## src/rtl/spike_detector.sv

```systemverilog
// spike_detector: threshold spike detector for the high-pass filtered
// sample stream. Tracks the largest-magnitude sample of each
// above-threshold run and emits one event per run with that peak's amplitude
// and sample timestamp. A refractory window follows every event.
module spike_detector #(
    parameter int TS_WIDTH    = 32,
    parameter int PEAK_MAX    = 8,
    parameter int REFRACT_LEN = 4
) (
    input  logic                clk,
    input  logic                rst,
    input  logic                in_valid,
    input  logic [15:0]         in_data,
    input  logic [14:0]         thresh,
    output logic                spike_valid,
    output logic [15:0]         spike_peak,
    output logic [TS_WIDTH-1:0] spike_time,
    output logic [15:0]         spike_count,
    output logic                busy
);

    // Counter widths sized so the largest loaded value fits.
    localparam int PN_W = (PEAK_MAX < 2) ? 1 : $clog2(PEAK_MAX + 1);
    localparam int RF_W = (REFRACT_LEN < 2) ? 1 : $clog2(REFRACT_LEN + 1);
    localparam logic [PN_W-1:0] PN_MAX  = PN_W'(PEAK_MAX);
    localparam logic [RF_W-1:0] RF_INIT = RF_W'(REFRACT_LEN);

    typedef enum logic [1:0] {
        IDLE    = 2'd0,
        PEAK    = 2'd1,
        REFRACT = 2'd2
    } state_t;

    state_t                state_reg, state_next;
    logic [TS_WIDTH-1:0]   ts_reg, ts_next;
    logic [15:0]           pk_val_reg, pk_val_next;
    logic [14:0]           pk_mag_reg, pk_mag_next;
    logic [TS_WIDTH-1:0]   pk_time_reg, pk_time_next;
    logic [PN_W-1:0]       pk_n_reg, pk_n_next;
    logic [RF_W-1:0]       rf_n_reg, rf_n_next;
    logic                  spike_valid_reg, spike_valid_next;
    logic [15:0]           spike_peak_reg, spike_peak_next;
    logic [TS_WIDTH-1:0]   spike_time_reg, spike_time_next;
    logic [15:0]           spike_count_reg, spike_count_next;
    logic                  busy_reg, busy_next;

    logic [15:0] abs16;
    logic [14:0] mag;
    logic        above;
    logic        emit;

    // Magnitude saturated to 15 bits so -32768 maps to 32767.
    always_comb begin
        abs16 = in_data[15] ? (~in_data + 16'd1) : in_data;
        mag   = abs16[15] ? 15'h7FFF : abs16[14:0];
        above = (mag > thresh);
    end

    // Next-state logic: peak tracking, termination, refractory countdown.
    always_comb begin
        state_next       = state_reg;
        ts_next          = ts_reg;
        pk_val_next      = pk_val_reg;
        pk_mag_next      = pk_mag_reg;
        pk_time_next     = pk_time_reg;
        pk_n_next        = pk_n_reg;
        rf_n_next        = rf_n_reg;
        spike_valid_next = 1'b0;
        spike_peak_next  = spike_peak_reg;
        spike_time_next  = spike_time_reg;
        spike_count_next = spike_count_reg;
        emit             = 1'b0;

        if (in_valid) begin
            ts_next = ts_reg + TS_WIDTH'(1);
            case (state_reg)
                IDLE: begin
                    if (above) begin
                        pk_val_next  = in_data;
                        pk_mag_next  = mag;
                        pk_time_next = ts_reg;
                        pk_n_next    = PN_W'(1);
                        if (PEAK_MAX == 1) emit = 1'b1;
                        else               state_next = PEAK;
                    end
                end
                PEAK: begin
                    if (!above) begin
                        // Terminating sample is not folded into the peak.
                        emit = 1'b1;
                    end else begin
                        // Strict compare: ties keep the earlier sample.
                        if (mag > pk_mag_reg) begin
                            pk_val_next  = in_data;
                            pk_mag_next  = mag;
                            pk_time_next = ts_reg;
                        end
                        pk_n_next = pk_n_reg + PN_W'(1);
                        if (pk_n_next == PN_MAX) emit = 1'b1;
                    end
                end
                REFRACT: begin
                    rf_n_next = rf_n_reg - RF_W'(1);
                    if (rf_n_reg == RF_W'(1)) state_next = IDLE;
                end
                default: state_next = IDLE;
            endcase

            if (emit) begin
                spike_valid_next = 1'b1;
                spike_peak_next  = pk_val_next;
                spike_time_next  = pk_time_next;
                spike_count_next = spike_count_reg + 16'd1;
                if (REFRACT_LEN == 0) begin
                    state_next = IDLE;
                end else begin
                    state_next = REFRACT;
                    rf_n_next  = RF_INIT;
                end
            end
        end

        busy_next = (state_next != IDLE);
    end

    // State and output registers with synchronous reset.
    always_ff @(posedge clk) begin
        if (rst) begin
            state_reg       <= IDLE;
            ts_reg          <= '0;
            pk_val_reg      <= '0;
            pk_mag_reg      <= '0;
            pk_time_reg     <= '0;
            pk_n_reg        <= '0;
            rf_n_reg        <= '0;
            spike_valid_reg <= 1'b0;
            spike_peak_reg  <= '0;
            spike_time_reg  <= '0;
            spike_count_reg <= '0;
            busy_reg        <= 1'b0;
        end else begin
            state_reg       <= state_next;
            ts_reg          <= ts_next;
            pk_val_reg      <= pk_val_next;
            pk_mag_reg      <= pk_mag_next;
            pk_time_reg     <= pk_time_next;
            pk_n_reg        <= pk_n_next;
            rf_n_reg        <= rf_n_next;
            spike_valid_reg <= spike_valid_next;
            spike_peak_reg  <= spike_peak_next;
            spike_time_reg  <= spike_time_next;
            spike_count_reg <= spike_count_next;
            busy_reg        <= busy_next;
        end
    end

    assign spike_valid = spike_valid_reg;
    assign spike_peak  = spike_peak_reg;
    assign spike_time  = spike_time_reg;
    assign spike_count = spike_count_reg;
    assign busy        = busy_reg;

endmodule

```

## config.mk

```make
export PLATFORM = sky130hd
export DESIGN_NAME = spike_detector
export DESIGN_NICKNAME = d
export VERILOG_FILES = /design/src/rtl/spike_detector.sv
export SDC_FILE = /design/constraint.sdc
export NUM_CORES = 1
export LEC_CHECK = 0
export ABC_CLOCK_PERIOD_IN_PS = 5850
export CAP_MARGIN = 20
export CORE_UTILIZATION = 55
export CTS_BUF_LIST = sky130_fd_sc_hd__clkbuf_16
export DETAILED_ROUTE_END_ITERATION = 16
export DONT_BUFFER_PORTS = 1
export PLACE_DENSITY_LB_ADDON = 0.1
export REMOVE_ABC_BUFFERS = 1
export SLEW_MARGIN = 20
export SYNTH_ARGS = -nofsm -noshare
export SYNTH_HDL_FRONTEND = slang
export SYNTH_SLANG_ARGS = --single-unit
```

## constraint.sdc

```tcl
create_clock -name clk -period 5.85 [get_ports clk]
set_input_delay 0.585 -clock clk [delete_from_list [all_inputs] [get_ports clk]]
set_output_delay 0.585 -clock clk [all_outputs]
set_load 0.02 [all_outputs]
```

==> key figures, run 1 <==
Status
  – Status: complete, no violations

Min path
  – HP Start: rst
  – Hold Path Sink: spike_time[21]$_SDFFE_PP0P_
  – Hold WC Path Type: in2reg
  – Hold path depth: 1

Run
  – Max-Cap Viols: 0

Worst setup path
  – Reg-to-Reg Start: pk_mag_reg[4]$_SDFFE_PP0P_
  – Critical Path RT: 6170 ps
  – Crit path kind: in2reg
  – R2R Setup Slk: 3120 ps
  – RR Endpoint: pk_time_reg[8]$_SDFFE_PP0P_
  – Max stage delay on crit path: 640 ps
  – Nature of the critical path endpoint: register
  – Startpoint types: input pin
  – Worst path slowest cell: and2_2
  – Arrival time worst endpoint: 5080 ps
  – Worst r2r path cells: 10
  – Crit-path cells: or4_4, or4_4, or3_1, o21a_1, o21a_1, ha_1, nand4_1, nor2_1, o31ai_1, a211oi_2, and2_2, buf_4, a21oi_1, a211oi_1
  – Crit-path max FO: 25

Timing
  – FMAX: 210 MHz
  – Worst slew margin: 0.561
  – Fin worst setup slack: 1090 ps
  – RSZ-0062 raised after global routing: false
  – Min Tclk post-route: 4760 ps
  – Setup TNS Final: 0 ps
  – Slew @ Worst Pin: 657 ps
  – Final hold violation count: 0
  – Final setup violating endpoints: 0
  – Hold slack: 240 ps
  – Worst Clk Skew: 12.8 ps
  – Final Max Tran Viols: 0
  – Tcrit/Tclk final: 0.813

Synth
  – Leading post-synthesis cells by instance count: 170 x dfxtp_1, 156 x nor2_1, 100 x nand2_1, 83 x a21oi_1, 54 x a211oi_1
  – Avg Cell Area, Syn: 8.36 µm²
  – Count leader, synth: dfxtp_1
  – Synth Cell Area: 0.00799 mm²
  – Synth Flop Type: dfxtp_1
  – Count of different cell masters after synthesis: 46
  – Yosys top cell area share: 0.426
  – Register area share after synthesis: 0.426
  – Ys Warns: 0
  – Seq cells post-synth: 170
  – Post-Synthesis Cells: 956
  – Async S/R FF share, synth: 0
  – Cell taking the most area after synthesis: dfxtp_1
  – Post-synth EDFFs: 0
  – Dominant cells by area after synthesis: dfxtp_1 43%, nor2_1 7.3%, mux2i_1 6.6%

Detailed routing
  – Final antenna-violating net count: 0
  – Post-route DRC: 0
  – Routed vias: 6658
  – WL/cell: 16.3 µm
  – Detailed Route Iter0 Violations: 388
  – DRT Wirelength: 18.3 mm
  – TritonRoute pass-1 iters: 4
  – Via-per-instance ratio: 5.93

Floorplan
  – Core area: 0.0140 mm²
  – Chip height: 123 µm
  – Die X: 123 µm
  – Initial Util: 0.569
  – Rows: 43
  – Boundary Pins: 100
  – Die ar.: 0.0150 mm²

Place
  – HPWL Detailed: 12.4 mm
  – GPL Wtd Cong: 0.840
  – Placed Instance Area: 0.00809 mm²
  – Cells after DPL: 1090
  – DP Worst Slack: 677 ps
  – Port Buf Inserts: 0

GRT
  – Total grt overflow: 0
  – First-pass GRT wire length: 30.3 mm
  – GRT Total Usage: 0.254
  – Largest net degree at the start of global routing: 165
  – Initial antenna violation count: 0
  – Vias in the first global route: 6349

Power
  – Pwr Density: 294 mW/mm²
  – Maximum vdd ir drop: 0.192 mV
  – Lkg Pwr: 3.50 nW
  – Total power: 2.53 mW

CTS
  – H-tree lvl count: 4
  – Setup bufs post-CTS: 0
  – CTS Hold Buffers Added: 0
  – CTS tree: yes
  – Post_cts resized: 0
  – CTS max path bufs: 2
  – Root buffer selected by CTS: clkbuf_16
  – Clk Latency, worst-skew pair: 420 ps
  – Clock slew at reported path FFs: 60 ps
  – Clock sink count: 170
  – CTS Buf Count: 17

Layout
  – Antenna Cells: 0
  – Layout Nets: 999
  – Final core utilization: 0.613
  – Layout cell share with drive strength beyond 1: 0.0499
  – Finished Layout Cells: 1122
  – Finished Cell Area: 0.00860 mm²
  – Area added between synthesis and finish: 7.65%
-- logic make-up (layout without fill, tap and decap cells) --
logic type,after synthesis,after routing,synth area share
simple gates,364,364,0.206
compound gates,187,187,0.147
flops,170,170,0.426
buf+inv,101,87,0.0488
mux,54,54,0.0678
xor+xnor,44,44,0.0482
fa+ha+maj,36,36,0.0564
-- report_power, final --
| group | internal (mW) | switching (mW) | leakage [nW] |
|---|---|---|---|
| sequential | 1.20 | 0.0447 | 1.38 |
| clock | 0.534 | 0.451 | 0.263 |
| combinational | 0.111 | 0.188 | 1.86 |
| total | 1.84 | 0.684 | 3.50 |
-- layout make-up --
cell class / count / area, µm²
Fill cell: 1198 / 5440
Multi-Input combinational cell: 685 / 4220
Sequential cell: 170 / 3400
Clock buffer: 17 / 425
Tap cell: 180 / 225
Inverter: 44 / 165
Clock inverter: 15 / 87.6
Timing Repair Buffer: 11 / 82.6
-- critical path: cells and delay by family --
| family | cells | cell delay [ps] |
|---|---|---|
| AND/OR/NAND/NOR | 6 | 2390 |
| AO/OA/AOI/OAI | 6 | 1460 |
| buffers and inverters | 1 | 310 |
| adder cells (fa/ha/maj) | 1 | 300 |
-- cells in the final DEF (no fill, tap or decap), drive strengths merged, types with 7 or more instances in the layout --
cell,n
nor2,156
buf,11
xnor2,23
inv,50
a21oi,83
a211oi,55
mux2i,53
clkinv,7
o21ai,20
nor4,11
dfxtp,170
clkbuf,17
nor3,8
nand2,100
xor2,21
nand4,16
nand3,21
ha,36
or3,12
and3,11
o211a,8
-- worst max-delay path by stage --
| stage | startpoint | endpoint | slack (ps) | cells after the start |
|---|---|---|---|---|
| detailed placement | in_data[5] | spike_count[14]$_SDFFE_PP0P_ | 680 | 15 |
| CTS | in_data[5] | spike_count[14]$_SDFFE_PP0P_ | 1120 | 15 |
| global placement | in_data[5] | spike_time[18]$_SDFFE_PP0P_ | 740 | 14 |
| floorplan | in_data[5] | pk_mag_reg[11]$_SDFFE_PP0P_ | 140 | 13 |
| global route | in_data[5] | spike_time[18]$_SDFFE_PP0P_ | 840 | 14 |
| finish | in_data[5] | spike_peak[2]$_SDFFE_PP0P_ | 1090 | 14 |
-- routing by layer --
layer	up-vias	track usage	wire length [µm]	part of all wire
met5	-	0	0	0
li1	3248	-	-	-
met4	0	0.0747	271	0.015
met3	24	0.0618	933	0.051
met1	3214	0.326	8360	0.46
met2	172	0.419	8740	0.48
No activity file was read; power rests on OpenSTA's default activity.
==> inputs of run 2 (changes only) <==
Settings changed: ABC_CLOCK_PERIOD_IN_PS 5850 to 4000.
Clock period 5.85 ns to 4 ns, I/O delays scaled along.
==> key figures, run 2 (synthesized netlist as in run 1, its figures left out) <==
Min path
  – Hold WC Path Type: in2reg
  – Hold path depth: 1

Layout
  – Final core utilization: 0.644
  – Layout cell share with drive strength beyond 1: 0.0795
  – Finished Layout Cells: 1148
  – Antenna Cells: 0
  – Most frequent cells in the layout: 170 x dfxtp_1, 155 x nor2_1, 99 x nand2_1
  – Layout Nets: 1025
  – Area added between synthesis and finish: 13.2%
  – Commonest non-fill, non-tap cell in the layout: dfxtp_1
  – Fill count: 1213

GRT
  – GRT Total Usage: 0.261
  – Initial antenna violation count: 0
  – Largest net degree at the start of global routing: 165
  – Vias in the first global route: 6458
  – Total grt overflow: 0
  – First-pass GRT wire length: 30.9 mm

Power
  – Switching Share: 0.258
  – Lkg Pwr: 3.70 nW
  – Total power: 3.98 mW
  – Pwr Density: 439 mW/mm²
  – Maximum vdd ir drop: 0.283 mV
  – Switching pwr: 1.03 mW
  – Clock Power Share: 0.412
  – Seq pwr share: 0.457
  – Internal power: 2.95 mW
  – Combinational Power Share: 0.131

CTS
  – Clock sink count: 170
  – CTS tree: yes
  – Post_cts resized: 0
  – CTS Buf Count: 17
  – Root buffer selected by CTS: clkbuf_16
  – H-tree lvl count: 4
  – Clk Latency, worst-skew pair: 420 ps
  – Clock slew at reported path FFs: 60 ps
  – CTS max path bufs: 2
  – CTS Hold Buffers Added: 0
  – Setup bufs post-CTS: 0

Detailed routing
  – Detailed Route Iter0 Violations: 394
  – TritonRoute pass-1 iters: 4
  – Routed vias: 6731
  – WL/cell: 16.6 µm
  – Via-per-instance ratio: 5.86
  – DRT Wirelength: 19.0 mm
  – Final antenna-violating net count: 0
  – Post-route DRC: 0

Worst setup path
  – Crit-path cells: or4_4, or4_4, or3_1, o21a_1, o21a_1, ha_1, nand4_1, inv_1, a221oi_2, a211oi_2, or2_4, nor4_1, mux2_2
  – Arrival time worst endpoint: 4220 ps
  – Max stage delay on crit path: 540 ps
  – Crit-path max FO: 6
  – Crit path kind: in2reg
  – Startpoint types: input pin
  – Critical Path RT: 4310 ps
  – Nature of the critical path endpoint: register
  – Worst Path Buf+Inv: 1
  – Crit path depth: 13
  – Crit path max-delay family: simple AND/OR/NAND/NOR gates
  – Worst path slowest cell: or4_4
  – Worst r2r path cells: 7

Place
  – Port Buf Inserts: 0
  – Cells after DPL: 1116
  – GPL Wtd Cong: 0.856
  – DP Worst Slack: -361 ps
  – HPWL Detailed: 12.9 mm

Timing
  – Slew @ Worst Pin: 553 ps
  – Hold slack: 51.1 ps
  – Min Tclk post-route: 3910 ps
  – Worst slew margin: 0.630
  – Fin worst setup slack: 94.4 ps
  – Worst Clk Skew: 8.73 ps
  – RSZ-0062 raised after global routing: true
  – Tcrit/Tclk final: 0.976
  – Final Max Tran Viols: 0
  – Final setup violating endpoints: 0
  – FMAX: 256 MHz
  – Final hold violation count: 0

Floorplan
  – Boundary Pins: 100
  – Die X: 123 µm
  – Core area: 0.0140 mm²
  – Initial Util: 0.569
  – Rows: 43
  – Die ar.: 0.0150 mm²
  – Chip height: 123 µm

Run
  – Max-Cap Viols: 0

Status
  – Status: complete, no violations
[run 2: cell count changes in the layout (fill, tap and decap cells not counted), moves of 2 or more]
cell       previous run  this run
buf_4                11        24
buf_12                0        10
clkinv_1              2         6
buf_6                 0         3
bufinv_16             0         3
inv_1                48        45
clkinv_2              3         1
inv_6                 2         0
nor4_1               10         8
nor4_2                1         3
[run 2: final cells by class]
class                           count  area (µm²)  share of cell area
Inverter                           44         165              0.0183
Clock inverter                     15         158              0.0174
Timing Repair Buffer               37         414              0.0458
Clock buffer                       17         425              0.0470
Multi-Input combinational cell    685        4260               0.471
Tap cell                          180         225              0.0249
Sequential cell                   170        3400               0.376
[run 2: power by group through the flow]
stage | Sequential (mW) | Clock [mW] | Combinational (mW)
after floorplan | 1.84 | 0 | 0.330
after global placement | 1.85 | 0 | 0.490
after detailed placement | 1.85 | 0 | 0.508
after CTS | 1.82 | 1.66 | 0.511
after global routing | 1.82 | 1.74 | 0.580
final | 1.82 | 1.64 | 0.522
[run 2: metrics by stage]
| stage | TNS [ps] | instance area [µm²] |
|---|---|---|
| finish | 0 | 9050 |
| floorplan | -170160 | 7770 |
| global route | -86.1 | 9050 |
| global placement | -20120 | 8410 |
| detailed placement | -22280 | 8410 |
| CTS | 0 | 8990 |
[run 2: path summary, 6_finish.rpt]
path                                startpoint  slack (ps)                           end
setup / recovery                    in_data[5]          90  spike_count[15]$_SDFFE_PP0P_
setup reg to reg        ts_reg[0]$_SDFFE_PP0P_        1600       ts_reg[30]$_SDFFE_PP0P_
hold / removal                             rst          50  pk_time_reg[21]$_SDFFE_PP0P_
hold reg to reg   pk_time_reg[22]$_SDFFE_PP0P_         450   spike_time[22]$_SDFFE_PP0P_
[run 2: worst register-to-register path, stage by stage, from the launching register on]
cell,delay [ps]
dfxtp_1,430
ha_1,230
nand3_1,90
nor2_1,440
nand4_1,370
nand2b_1,310
or3_1,320
a21oi_1,140
[run 2: per-layer routing]
metal	wire length (µm)	track usage	up-vias
met4	319	0.104	0
met2	9170	0.437	131
li1	-	-	3299
met1	8770	0.326	3277
met5	0	0	-
met3	751	0.0567	24
